File: config.mk
export PLATFORM = sky130hd
export DESIGN_NAME = fir_frame_sequencer
export DESIGN_NICKNAME = d
export VERILOG_FILES = /design/src/rtl/fir_frame_sequencer.sv
export SDC_FILE = /design/constraint.sdc
export NUM_CORES = 1
export LEC_CHECK = 0
export CAP_MARGIN = 10
export CORE_MARGIN = 2
export CORE_UTILIZATION = 35
export DETAILED_ROUTE_END_ITERATION = 7
export HOLD_SLACK_MARGIN = 0.05
export PLACE_DENSITY = 0.73
export SLEW_MARGIN = 20
export SYNTH_ARGS = -nofsm -noshare
export SYNTH_HDL_FRONTEND = slang
export SYNTH_SLANG_ARGS = --single-unit
File: constraint.sdc
create_clock -name clk -period 1.9 [get_ports clk]
set_input_delay 0.57 -clock clk [delete_from_list [all_inputs] [get_ports clk]]
set_output_delay 0.57 -clock clk [all_outputs]
set_load 0.02 [all_outputs]
File: src/rtl/fir_frame_sequencer.sv
// Frame controller for one fir_rns core: streams a frame of samples in, waits
// for the core to finish (with a timeout), then serves random-access result reads.
module fir_frame_sequencer #(
  parameter int TAPS         = 10,
  parameter int SIGNAL_COUNT = 10,
  parameter int DATA_W       = 32,
  parameter int ADDR_W       = 8,
  parameter int TIMEOUT      = 1024
) (
  input  logic              clk,
  input  logic              reset,
  input  logic              start,
  input  logic              in_valid,
  output logic              in_ready,
  input  logic [DATA_W-1:0] in_data,
  input  logic              rd_en,
  input  logic [ADDR_W-1:0] rd_addr,
  output logic              rd_valid,
  output logic [DATA_W-1:0] rd_data,
  output logic              rd_err,
  output logic [1:0]        core_op,
  output logic [ADDR_W-1:0] core_addr,
  output logic [DATA_W-1:0] core_x,
  input  logic [DATA_W-1:0] core_y,
  input  logic              core_done,
  output logic              busy,
  output logic              frame_done,
  output logic              timeout_err
);
  localparam int TW     = $clog2(TIMEOUT + 1);
  localparam int STAGES = 1;

  if (TAPS < 1 || (2**ADDR_W) <= SIGNAL_COUNT) begin : g_bad_cfg
    $error("fir_frame_sequencer: TAPS must be >= 1 and 2**ADDR_W > SIGNAL_COUNT");
  end

  // State encoding doubles as the core operation code.
  typedef enum logic [1:0] {IDLE = 2'b00, LOAD = 2'b01, COMPUTE = 2'b10, READ = 2'b11} state_t;

  state_t            state, state_nx;
  logic [ADDR_W-1:0] cnt;
  logic [TW-1:0]     tcnt;
  logic              restart;
  logic [STAGES:0]   vld_pipe, err_pipe;
  logic              start_go, load_hs, last_hs, done_go, tmo_go, rd_go, rd_inr;

  assign start_go = start && (state == IDLE || state == READ);
  assign load_hs  = (state == LOAD) && in_valid;
  assign last_hs  = load_hs && (cnt == ADDR_W'(SIGNAL_COUNT - 1));
  assign done_go  = (state == COMPUTE) && core_done;
  assign tmo_go   = (state == COMPUTE) && !core_done && (tcnt == TW'(TIMEOUT - 1));
  assign rd_go    = (state == READ) && rd_en && !start;
  assign rd_inr   = rd_addr < ADDR_W'(SIGNAL_COUNT);

  always_ff @(posedge clk) begin
    if (reset) state <= IDLE;
    else       state <= state_nx;
  end

  always_comb begin
    state_nx = state;
    case (state)
      IDLE:    if (restart || start) state_nx = LOAD;
      LOAD:    if (last_hs) state_nx = COMPUTE;
      COMPUTE: if (done_go) state_nx = READ;
               else if (tmo_go) state_nx = IDLE;
      READ:    if (start) state_nx = IDLE;
      default: state_nx = IDLE;
    endcase
  end

  always_comb begin
    core_op  = state;
    in_ready = (state == LOAD);
    busy     = (state == LOAD) || (state == COMPUTE);
  end

  always_ff @(posedge clk) begin
    if (reset) begin
      cnt         <= '0;
      tcnt        <= '0;
      restart     <= 1'b0;
      core_addr   <= '0;
      core_x      <= '0;
      frame_done  <= 1'b0;
      timeout_err <= 1'b0;
      vld_pipe    <= '0;
      err_pipe    <= '0;
      rd_data     <= '0;
    end else begin
      // A start from READ parks in IDLE for one cycle so the core sees op 00.
      restart    <= (state == READ) && start;
      frame_done <= done_go;
      if (start_go) begin
        cnt         <= '0;
        timeout_err <= 1'b0;
      end
      if (load_hs) begin
        core_x    <= in_data;
        core_addr <= cnt;
        cnt       <= cnt + 1'b1;
      end
      if (last_hs)                tcnt <= '0;
      else if (state == COMPUTE)  tcnt <= tcnt + 1'b1;
      if (tmo_go)                 timeout_err <= 1'b1;
      if (done_go)                core_addr <= '0;
      if (rd_go && rd_inr)        core_addr <= rd_addr;
      // Stage 0 follows the address update, stage 1 captures the converter output.
      vld_pipe <= {vld_pipe[STAGES-1:0], rd_go};
      err_pipe <= {err_pipe[STAGES-1:0], rd_go && !rd_inr};
      rd_data  <= (vld_pipe[STAGES-1] && !err_pipe[STAGES-1]) ? core_y : '0;
    end
  end

  assign rd_valid = vld_pipe[STAGES];
  assign rd_err   = err_pipe[STAGES];
endmodule

==> results by group <==
Status
  • Outcome: complete, but fails checks
  • Failing checks: setup timing

Worst hold path
  • HP Class: in -> reg

Detailed routing
  • DR DRC count: 0
  • Final wirelength: 9.79 mm
  • Avg WL per Cell: 13.4 µm
  • Pre-antenna DRT Iters: 4
  • Post-DRT Antenna Nets: 0
  • Drt initial violations: 95
  • DR vias: 3273
  • Via-to-Cell Ratio: between 4 and 5

Critical path
  • Crit Path Category: reg -> reg
  • Critical Path AT: 2250 ps
  • Critical path launch point type: flop
  • Crit path required time: 2190 ps
  • Maximum fanout along the worst path: 5
  • Worst Setup End Kind: flop

Global route
  • Grt ovf: 0
  • Global-route wire length before repair: 15.2 mm
  • Initial antenna violation count: 0
  • Largest net degree at the start of global routing: 35
  • Vias in the first global route: 3094
  • Total GRT Usage: 17.3%

Yosys
  • Syn_area_per_cell: slightly below 9 µm²
  • Ys async rst share: 0%
  • Area leader, netlist: dfxtp_1
  • Cells after synthesis: 406
  • Synthesized net count: 492
  • Post-synth top area share: 55.7%
  • Main synth FF type: dfxtp_1
  • #FFs+latches synth: 100
  • Post-synth EDFFs: 0
  • Cell area after synthesis: 0.00359 mm²
  • Top cells by area, synth: dfxtp_1 (56%), nand2_1 (9.8%), a21oi_1 (6.7%), and2_1 (6.3%), nor2_1 (3.2%)
  • Library cells used by synthesis: 32
  • Sequential share of the synthesized area: a little under three fifths
  • Synth Warn #: 0

Layout
  • Design area: 0.00587 mm²
  • Multi-input logic area: 0.00152 mm²
  • Fraction of final layout cells sized beyond drive strength 1: 12.9%
  • Antenna Cells: 0
  • Final Net Count: 677
  • Most common cell after layout, fill and taps aside: dfxtp_1
  • Reg area: slightly above 0.002 mm²
  • Area delta synth->final: 63.6%
  • Commonest non-fill, non-tap cells in the layout: dfxtp_1 (95), nand2_1 (94), clkdlybuf4s50_1 (93), a21oi_1 (48), buf_4 (37)
  • Fillers: 845

Place
  • DP Area: roughly 0.0055 mm²
  • GP Congestion: 0.778
  • IO buf count: 157
  • DPL Wire Length: 7.17 mm
  • Placement Setup Slack: -409 ps

Floorplan
  • Starting density of the core: a little over a third
  • Chip height: 105 µm
  • Core area: slightly below 0.01 mm²
  • Area of the die: about 0.011 mm²
  • I/O pins: ~160
  • Die extent in x: 105 µm
  • Std cell rows: 36

STA
  • Final setup viols: 1
  • Final clock skew: 13.1 ps
  • Worst-margin pin slew: 351 ps
  • F_max: 510 MHz
  • Min Tclk post-route: 1960 ps
  • RSZ-0062 raised after global routing: yes
  • Worst setup margin: -61.3 ps
  • Pins Over Slew Limit: 0
  • Worst slew margin: 76.6%
  • Hold slack: between 400 and 500 ps
  • Period utilization: 103%
  • Final hold violations: 0

CTS
  • Clock root buffer master: clkbuf_8
  • Clock Path Buffers: 2
  • Clock-pin slew on the worst setup and hold paths: roughly 100 ps
  • Post-CTS Hold Fix Bufs: 0
  • CTS HTree Levels: 3
  • Clk sink count: 100
  • Num CTS Buffers: 9
  • CTS tree: done
  • Clock latency on the worst-skew pair: 360 ps

Pwr
  • Lkg Pwr: 0.00298 µW
  • PwrDens: 845 mW/mm²
  • Peak VDD IR: 0.577 mV

Flow run
  • Max Cap Viol: 0
-- cell usage after synthesis, drive strengths merged, types with 3 or more instances --
cell type,count
a21oi,48
and2,36
and3,3
buf,3
clkbuf,19
dfxtp,100
ha,8
inv,9
mux2,4
mux2i,5
nand2,94
nand2b,3
nand3,6
nand4,4
nor2,31
nor2b,4
nor3,4
o21ai,3
xnor2,5
xor2,5
-- worst paths after layout --
check	from	to	slack [ps]	cells past startpoint
worst max-delay path	tcnt[6]	core_op[1]	-60	5
worst min-delay path	reset	vld_pipe[1]	430	2
worst max register to register	tcnt[6]	core_op[1]	-60	5
worst min register to register	core_x[13]	core_x[13]	450	2
-- report_power, final --
part	internal (µW)	total [µW]	switching (µW)
logic	631	1310	677
registers	2220	2280	65.4
clock network	606	1370	764
-- final cells by class --
type | instances | area share [%]
multi-input cells | 275 | 25.9
repair buffers | 196 | 32.9
inverters | 9 | 0.639
well taps | 133 | 2.83
clock inverters | 5 | 0.703
clock buffers | 11 | 2.77
flip-flops and latches | 100 | 34.2
-- routing by layer --
layer / up-vias / share of wire [%] / GRT usage, %
met4: 0 / 2.0 / 7.43
met2: 102 / 49 / 28.7
met1: 1486 / 43 / 21.4
li1: 1673 / - / -
met5: - / 0 / 0
met3: 12 / 5.8 / 3.90
-- through the flow --
step / power [µW] / cells / util [%] / TNS [ps]
6_report: 4960 / 729 / 59.5 / -61.3
5_1_grt: 5230 / 729 / 59.5 / -169
4_1_cts: 4940 / 728 / 58.2 / -135
3_5_place_dp: 3600 / 710 / 56.2 / -2490
3_3_place_gp: 3580 / 710 / 56.2 / -1950
2_1_floorplan: 2960 / 406 / - / -62.8
-- registers in the layout (all words and copies together), names as in the netlist --
signal / flops
cnt: 8
core_addr: 8
core_op: 2
core_x: 32
err_pipe: 2
frame_done: 1
rd_data: 32
restart: 1
tcnt: 11
timeout_err: 1
vld_pipe: 2
-- worst max-delay path: stages (launching register included) --
cell,delay [ps]
dfxtp_1,390
nand4_4,150
o311a_1,380
or4_4,520
or3_1,330
a21oi_1,120
-- logic make-up after synthesis --
family | after synthesis | share of synthesized area (%)
compound gates | 53 | 7.60
buf+inv | 31 | 3.24
simple gates | 195 | 25.5
mux | 9 | 2.65
fa+ha+maj | 8 | 2.79
flops | 100 | 55.7
xor+xnor | 10 | 2.44
-- repair_timing --
item,CTS,global route
endpoints found under the setup margin,31,37
pin swaps,5,2
buffers inserted,2,1
resized for setup,37,44
Power figures use the tool's default switching activity.
